[src/rtl/ctrl_pkg.sv]
// Shared definitions for the time-field adjuster and the display path.
// Holds the FSM state encodings, the BCD widths, the binary value width and
// a small BCD digit validity helper.
package ctrl_pkg;

    // FSM state encodings
    localparam logic [0:0] ST_IDLE = 1'b0;
    localparam logic [0:0] ST_REQ  = 1'b1;

    // BCD layout: two 4-bit digits, tens in the upper nibble
    localparam int DIGIT_W = 4;
    localparam int BCD_W   = 8;

    // Binary value width (covers 0..99)
    localparam int VAL_W = 7;

    // True when a 4-bit nibble is a legal decimal digit
    function automatic logic bcd_digit_ok(input logic [DIGIT_W-1:0] digit);
        return (digit <= 4'd9);
    endfunction

endpackage

[src/rtl/bin2bcd_2d.sv]
// Combinational 7-bit binary to two-digit BCD converter.
// Ports:
//   bin_i   : binary value, expected range 0..99
//   tens_o  : tens digit
//   units_o : units digit
module bin2bcd_2d
    import ctrl_pkg::*;
(
    input  logic [VAL_W-1:0]   bin_i,
    output logic [DIGIT_W-1:0] tens_o,
    output logic [DIGIT_W-1:0] units_o
);

    logic [VAL_W-1:0]   rem_s;
    logic [DIGIT_W-1:0] tens_s;

    // Repeated subtraction of ten; twelve steps cover the full 7-bit input
    always_comb begin
        rem_s  = bin_i;
        tens_s = 4'd0;
        for (int i = 0; i < 12; i++) begin
            if (rem_s >= 7'd10) begin
                rem_s  = rem_s - 7'd10;
                tens_s = tens_s + 4'd1;
            end else begin
                rem_s  = rem_s;
            end
        end
    end

    assign tens_o  = tens_s;
    assign units_o = rem_s[DIGIT_W-1:0];

endmodule

[src/rtl/ctrl_ajuste_valor.sv]
// Tick-driven adjuster of a bounded, wrap-around time field.
// Up/down ticks change the value by one (wrapping between MIN_VAL and
// MAX_VAL) and raise a write request that is held until acknowledged.
// A valid BCD load overrides everything and never raises a request.
// Ports:
//   clk, reset          : clock, asynchronous active-high reset
//   en                  : adjustment enable for ticks
//   ticku, tickd        : single-cycle up/down ticks
//   load, load_bcd      : load strobe and BCD value to load
//   wr_ack              : acknowledge of wr_req
//   valor_bcd           : current value in BCD (combinational from register)
//   wr_req, busy        : registered request / REQ-state indication
module ctrl_ajuste_valor
    import ctrl_pkg::*;
#(
    parameter int MAX_VAL = 59,
    parameter int MIN_VAL = 0
) (
    input  logic             clk,
    input  logic             reset,
    input  logic             en,
    input  logic             ticku,
    input  logic             tickd,
    input  logic             load,
    input  logic [BCD_W-1:0] load_bcd,
    input  logic             wr_ack,
    output logic [BCD_W-1:0] valor_bcd,
    output logic             wr_req,
    output logic             busy
);

    localparam logic [VAL_W-1:0] MAX_V = VAL_W'(MAX_VAL);
    localparam logic [VAL_W-1:0] MIN_V = VAL_W'(MIN_VAL);

    logic [0:0]       state_q, state_d;
    logic [VAL_W-1:0] val_q, val_d;
    logic             wr_req_q, busy_q;

    logic [DIGIT_W-1:0] ld_tens_s, ld_units_s;
    logic [7:0]         ld_bin_s;
    logic               ld_ok_s;
    logic [DIGIT_W-1:0] tens_s, units_s;

    // Decode the load value: tens*10+units, accepted only if both digits are
    // decimal and the result lies inside the field range
    always_comb begin
        ld_tens_s  = load_bcd[7:4];
        ld_units_s = load_bcd[3:0];
        ld_bin_s   = ({4'd0, ld_tens_s} * 8'd10) + {4'd0, ld_units_s};
        ld_ok_s    = bcd_digit_ok(ld_tens_s) && bcd_digit_ok(ld_units_s) &&
                     (ld_bin_s >= 8'(MIN_VAL)) && (ld_bin_s <= 8'(MAX_VAL));
    end

    // Next-state and next-value logic; a valid load takes priority
    always_comb begin
        state_d = state_q;
        val_d   = val_q;
        if (load && ld_ok_s) begin
            val_d   = ld_bin_s[VAL_W-1:0];
            state_d = ST_IDLE;
        end else begin
            case (state_q)
                ST_IDLE: begin
                    if (en && ticku && !tickd) begin
                        val_d   = (val_q >= MAX_V) ? MIN_V : (val_q + 7'd1);
                        state_d = ST_REQ;
                    end else if (en && tickd && !ticku) begin
                        val_d   = (val_q <= MIN_V) ? MAX_V : (val_q - 7'd1);
                        state_d = ST_REQ;
                    end else begin
                        state_d = ST_IDLE;
                    end
                end
                ST_REQ: begin
                    // Ticks are dropped while waiting for the acknowledge
                    if (wr_ack) begin
                        state_d = ST_IDLE;
                    end else begin
                        state_d = ST_REQ;
                    end
                end
                default: begin
                    state_d = ST_IDLE;
                end
            endcase
        end
    end

    // State, value and registered request outputs
    always_ff @(posedge clk or posedge reset) begin
        if (reset) begin
            state_q  <= ST_IDLE;
            val_q    <= MIN_V;
            wr_req_q <= 1'b0;
            busy_q   <= 1'b0;
        end else begin
            state_q  <= state_d;
            val_q    <= val_d;
            wr_req_q <= (state_d == ST_REQ);
            busy_q   <= (state_d == ST_REQ);
        end
    end

    bin2bcd_2d u_bin2bcd (
        .bin_i   (val_q),
        .tens_o  (tens_s),
        .units_o (units_s)
    );

    assign valor_bcd = {tens_s, units_s};
    assign wr_req    = wr_req_q;
    assign busy      = busy_q;

endmodule
[config.mk]
export PLATFORM = sky130hd
export DESIGN_NAME = ctrl_ajuste_valor
export DESIGN_NICKNAME = d
export VERILOG_FILES = /design/src/rtl/ctrl_pkg.sv /design/src/rtl/bin2bcd_2d.sv /design/src/rtl/ctrl_ajuste_valor.sv
export SDC_FILE = /design/constraint.sdc
export NUM_CORES = 1
export LEC_CHECK = 0
export ABC_AREA = 1
export BUFFER_PORTS_ARGS = -buffer_cell sky130_fd_sc_hd__buf_4
export CORE_ASPECT_RATIO = 2
export CORE_MARGIN = 3
export CORE_UTILIZATION = 27
export DETAILED_ROUTE_END_ITERATION = 7
export PLACE_DENSITY_LB_ADDON = 0.1
export REMOVE_ABC_BUFFERS = 1
export SYNTH_ARGS = -nofsm -noshare
export SYNTH_HDL_FRONTEND = slang
export SYNTH_SLANG_ARGS = --single-unit
[constraint.sdc]
create_clock -name clk -period 9.2 [get_ports clk]
set_input_delay 0.46 -clock clk [delete_from_list [all_inputs] [get_ports clk]]
set_output_delay 0.46 -clock clk [all_outputs]
set_load 0.01 [all_outputs]
==> results.md <==
* Final Max Tran Viols at 0
* Die width at 90.30 µm
* # DRC at 0
* Arrival time worst endpoint at 7.83 ns
* Drt first pass iters at 4
* Vias in the first global route at 3,899
* Detail Placement HPWL at 8979 µm
* DIE HEIGHT at 174.6 µm
* Count of yosys warnings during synthesis at 0
* PortBufs at 24
* Sink Count at 8
* Crit. End Element: output port
* TritonCTS Buffers at 3
* Skew final at 0.0005140 ns
* H-tree Lvls at 1
* Final setup viols at 0
* GRT overflow at 0
* Netlist Area Pre-Place at 3837 µm²
* Cells after synthesis at 642
* Final #Nets at 711
* Critical Path Slowest Stage Cell: dfrtp_1
* Initial antenna violation count at 0
* Synthesized area per cell at 5.977 µm²
* Hold-fix buffer count after cts at 0
* Status: finished, final reports clean
* Antenna Cells at 0
* Avg Vias per Cell at 4.559
* GPL Wtd Cong at 0.8364
* WS Path Type: flip-flop to output port
* Max Cap Viol at 0
* Largest net degree at the start of global routing at 11
* Die area at 15,770 µm²
* DR WL/cell at 11.75 µm
* Hold crit path type: primary input to asynchronous set/reset pin
* Most frequent CP cell: nand2_1
* Worst-Skew Late Latency at 0.23 ns
* Setup Fix Bufs, Post-CTS at 0
* Leading post-synthesis cells by cell area: nand2_1 (18%), inv_1 (9.1%), ha_1 (8.8%), nand3_1 (6.7%), nand2_2 (5.7%)
* Fraction of layout cells with a size suffix above 1 at 0.2316
* Synth-to-Final Area Change at 12.26%
* Fmax at 120.7 MHz
* Final Cycle Share at 0.9008
* Iter 0 DRT Violations at 81
* First-pass GRT wire length at 17,430 µm
* Initial Util at 0.2763
* GRT Total Usage at 0.1311
* Unique masters post-synth at 48
* Crit start category: flip-flop
* Setup TNS at 0 ns
* WP data required at 8.74 ns
* Post-synth top area cell: nand2_1
* ANT nets after route at 0
* Sequential area share after synthesis at 0.05217
* Vias at 3,893
* Share of the synthesized area in the top cell type at 0.1839
* CTS tree: yes
* Max FO, Critical Path at 10
* Worst-margin pin slew at 0.7666 ns
* I/O pin count at 25
* Relative slew slack at 0.4858
* Fin crit period at 8.287 ns
* Post_cts resized at 0
* Clock transition at the registers of the reported paths at 0.04 ns
* Final wirelength at 10,030 µm
* Deepest clock path buffer count at 2
* Max incr delay on CP at 0.45 ns
* Floorplan row count at 61
* Root Buffer: clkbuf_16
* Yosys reg bits at 8
* Hold Fails Final Rpt at 0
* RSZ-0062 raised after global routing: false
* Core Box Area at 13,890 µm²
## metal layers
metal | global-route usage | routed length (µm)
met3 | 0.006463 | 109
met5 | 0 | 0
met2 | 0.2957 | 6238
met4 | 0.03581 | 242
met1 | 0.1186 | 3443
## cells in the mapped netlist, drive strengths merged
| master | n |
|---|---|
| nand2 | 242 |
| inv | 115 |
| nand3 | 65 |
| nor2 | 46 |
| o21ai | 32 |
| ha | 27 |
| a21oi | 19 |
| nand4 | 18 |
| xor2 | 17 |
| xnor2 | 10 |
| dfrtp | 8 |
| buf | 5 |
| clkinv | 5 |
| nand3b | 4 |
| o211ai | 3 |
| o221ai | 3 |
| o32ai | 3 |
| or2 | 3 |
| a211oi | 2 |
| fa | 2 |
| o21bai | 2 |
| a21o | 1 |
| a22oi | 1 |
| a31oi | 1 |
| a41oi | 1 |
| and2 | 1 |
| nor3b | 1 |
| nor4 | 1 |
| o2111ai | 1 |
| o211a | 1 |
| o311ai | 1 |
| xnor3 | 1 |
## area by class of cell
cell class,instances,area (µm²)
clock buffer,3,75.07
fill,1596,9583
inverter,120,452.9
multi-input combinational,509,3156
sequential,8,200.2
tap,189,236.5
timing repair buffer,25,187.7
## metrics by stage
| step | instance area [µm²] | hold slack (ns) | utilization | std cells | setup WS [ns] |
|---|---|---|---|---|---|
| 3_5_place_dp | 4217 | 0.4451 | 0.3035 | 851 | 0.8999 |
| 2_1_floorplan | 3792 | 0.2757 | - | 637 | 2.083 |
| 5_1_grt | 4308 | 0.2100 | 0.3101 | 854 | 0.01365 |
| 6_report | 4308 | 0.1932 | 0.3101 | 854 | 0.9125 |
| 3_3_place_gp | 4217 | 0.4532 | 0.3035 | 851 | 0.9954 |
| 4_1_cts | 4292 | 0.2013 | 0.3090 | 854 | 0.6418 |
## state kept, by name, summed over array words and instances (netlist names)
register and flops:
busy 1, val_q 7
## layout by cell type, fill, tap and decap left out, types with 2 or more instances in the layout
master	count
nor2_4	8
inv_1	91
nand4_1	17
nand2_4	18
o21ai_2	3
xor2_1	17
nand3b_1	4
fa_1	2
a21oi_2	3
buf_4	25
or2_2	3
nand3_2	8
nor2_2	8
xnor2_1	10
dfrtp_1	8
clkinv_1	3
nand3_1	51
a21oi_1	13
inv_2	24
o21ai_0	23
clkbuf_16	3
a21oi_4	3
a211oi_1	2
ha_1	27
o211ai_1	3
o21ai_1	6
clkinv_2	2
nand3_4	6
o32ai_1	3
nand2_1	186
o221ai_1	3
nand2_2	37
nor2_1	30
## path summary, 6_finish.rpt
path                               start           end  slack, ns  depth (start not counted)
worst min register to register      busy          busy       0.60                          2
worst max register to register  val_q[0]      val_q[2]       7.08                         11
max in group asynchronous          reset      val_q[1]       8.76                          2
worst max-delay path            val_q[2]  valor_bcd[2]       0.91                         66
min in group clk                  wr_ack          busy       0.55                          4
worst min-delay path               reset          busy       0.19                          2
## critical path, delay by kind of cell, from the launching register on
family | cells | cell delay (ns)
adder cells (fa/ha/maj) | 4 | 0.69
AND/OR/NAND/NOR | 54 | 5.59
flip-flops | 1 | 0.45
buffers and inverters | 7 | 0.69
AO/OA/AOI/OAI | 1 | 0.17
## kinds of logic after synthesis
group | share of synthesized area
AOI/OAI and AO/OA | 0.1236
and+or+nand+nor | 0.5285
buffers and inverters | 0.1298
DFF | 0.05217
adders and majority gates | 0.09847
xor gates and xnor gates | 0.06749
Power is left out: the tool's default activity adds up to more than one toggle a clock period on the data nets, which glitch-free logic cannot reach.
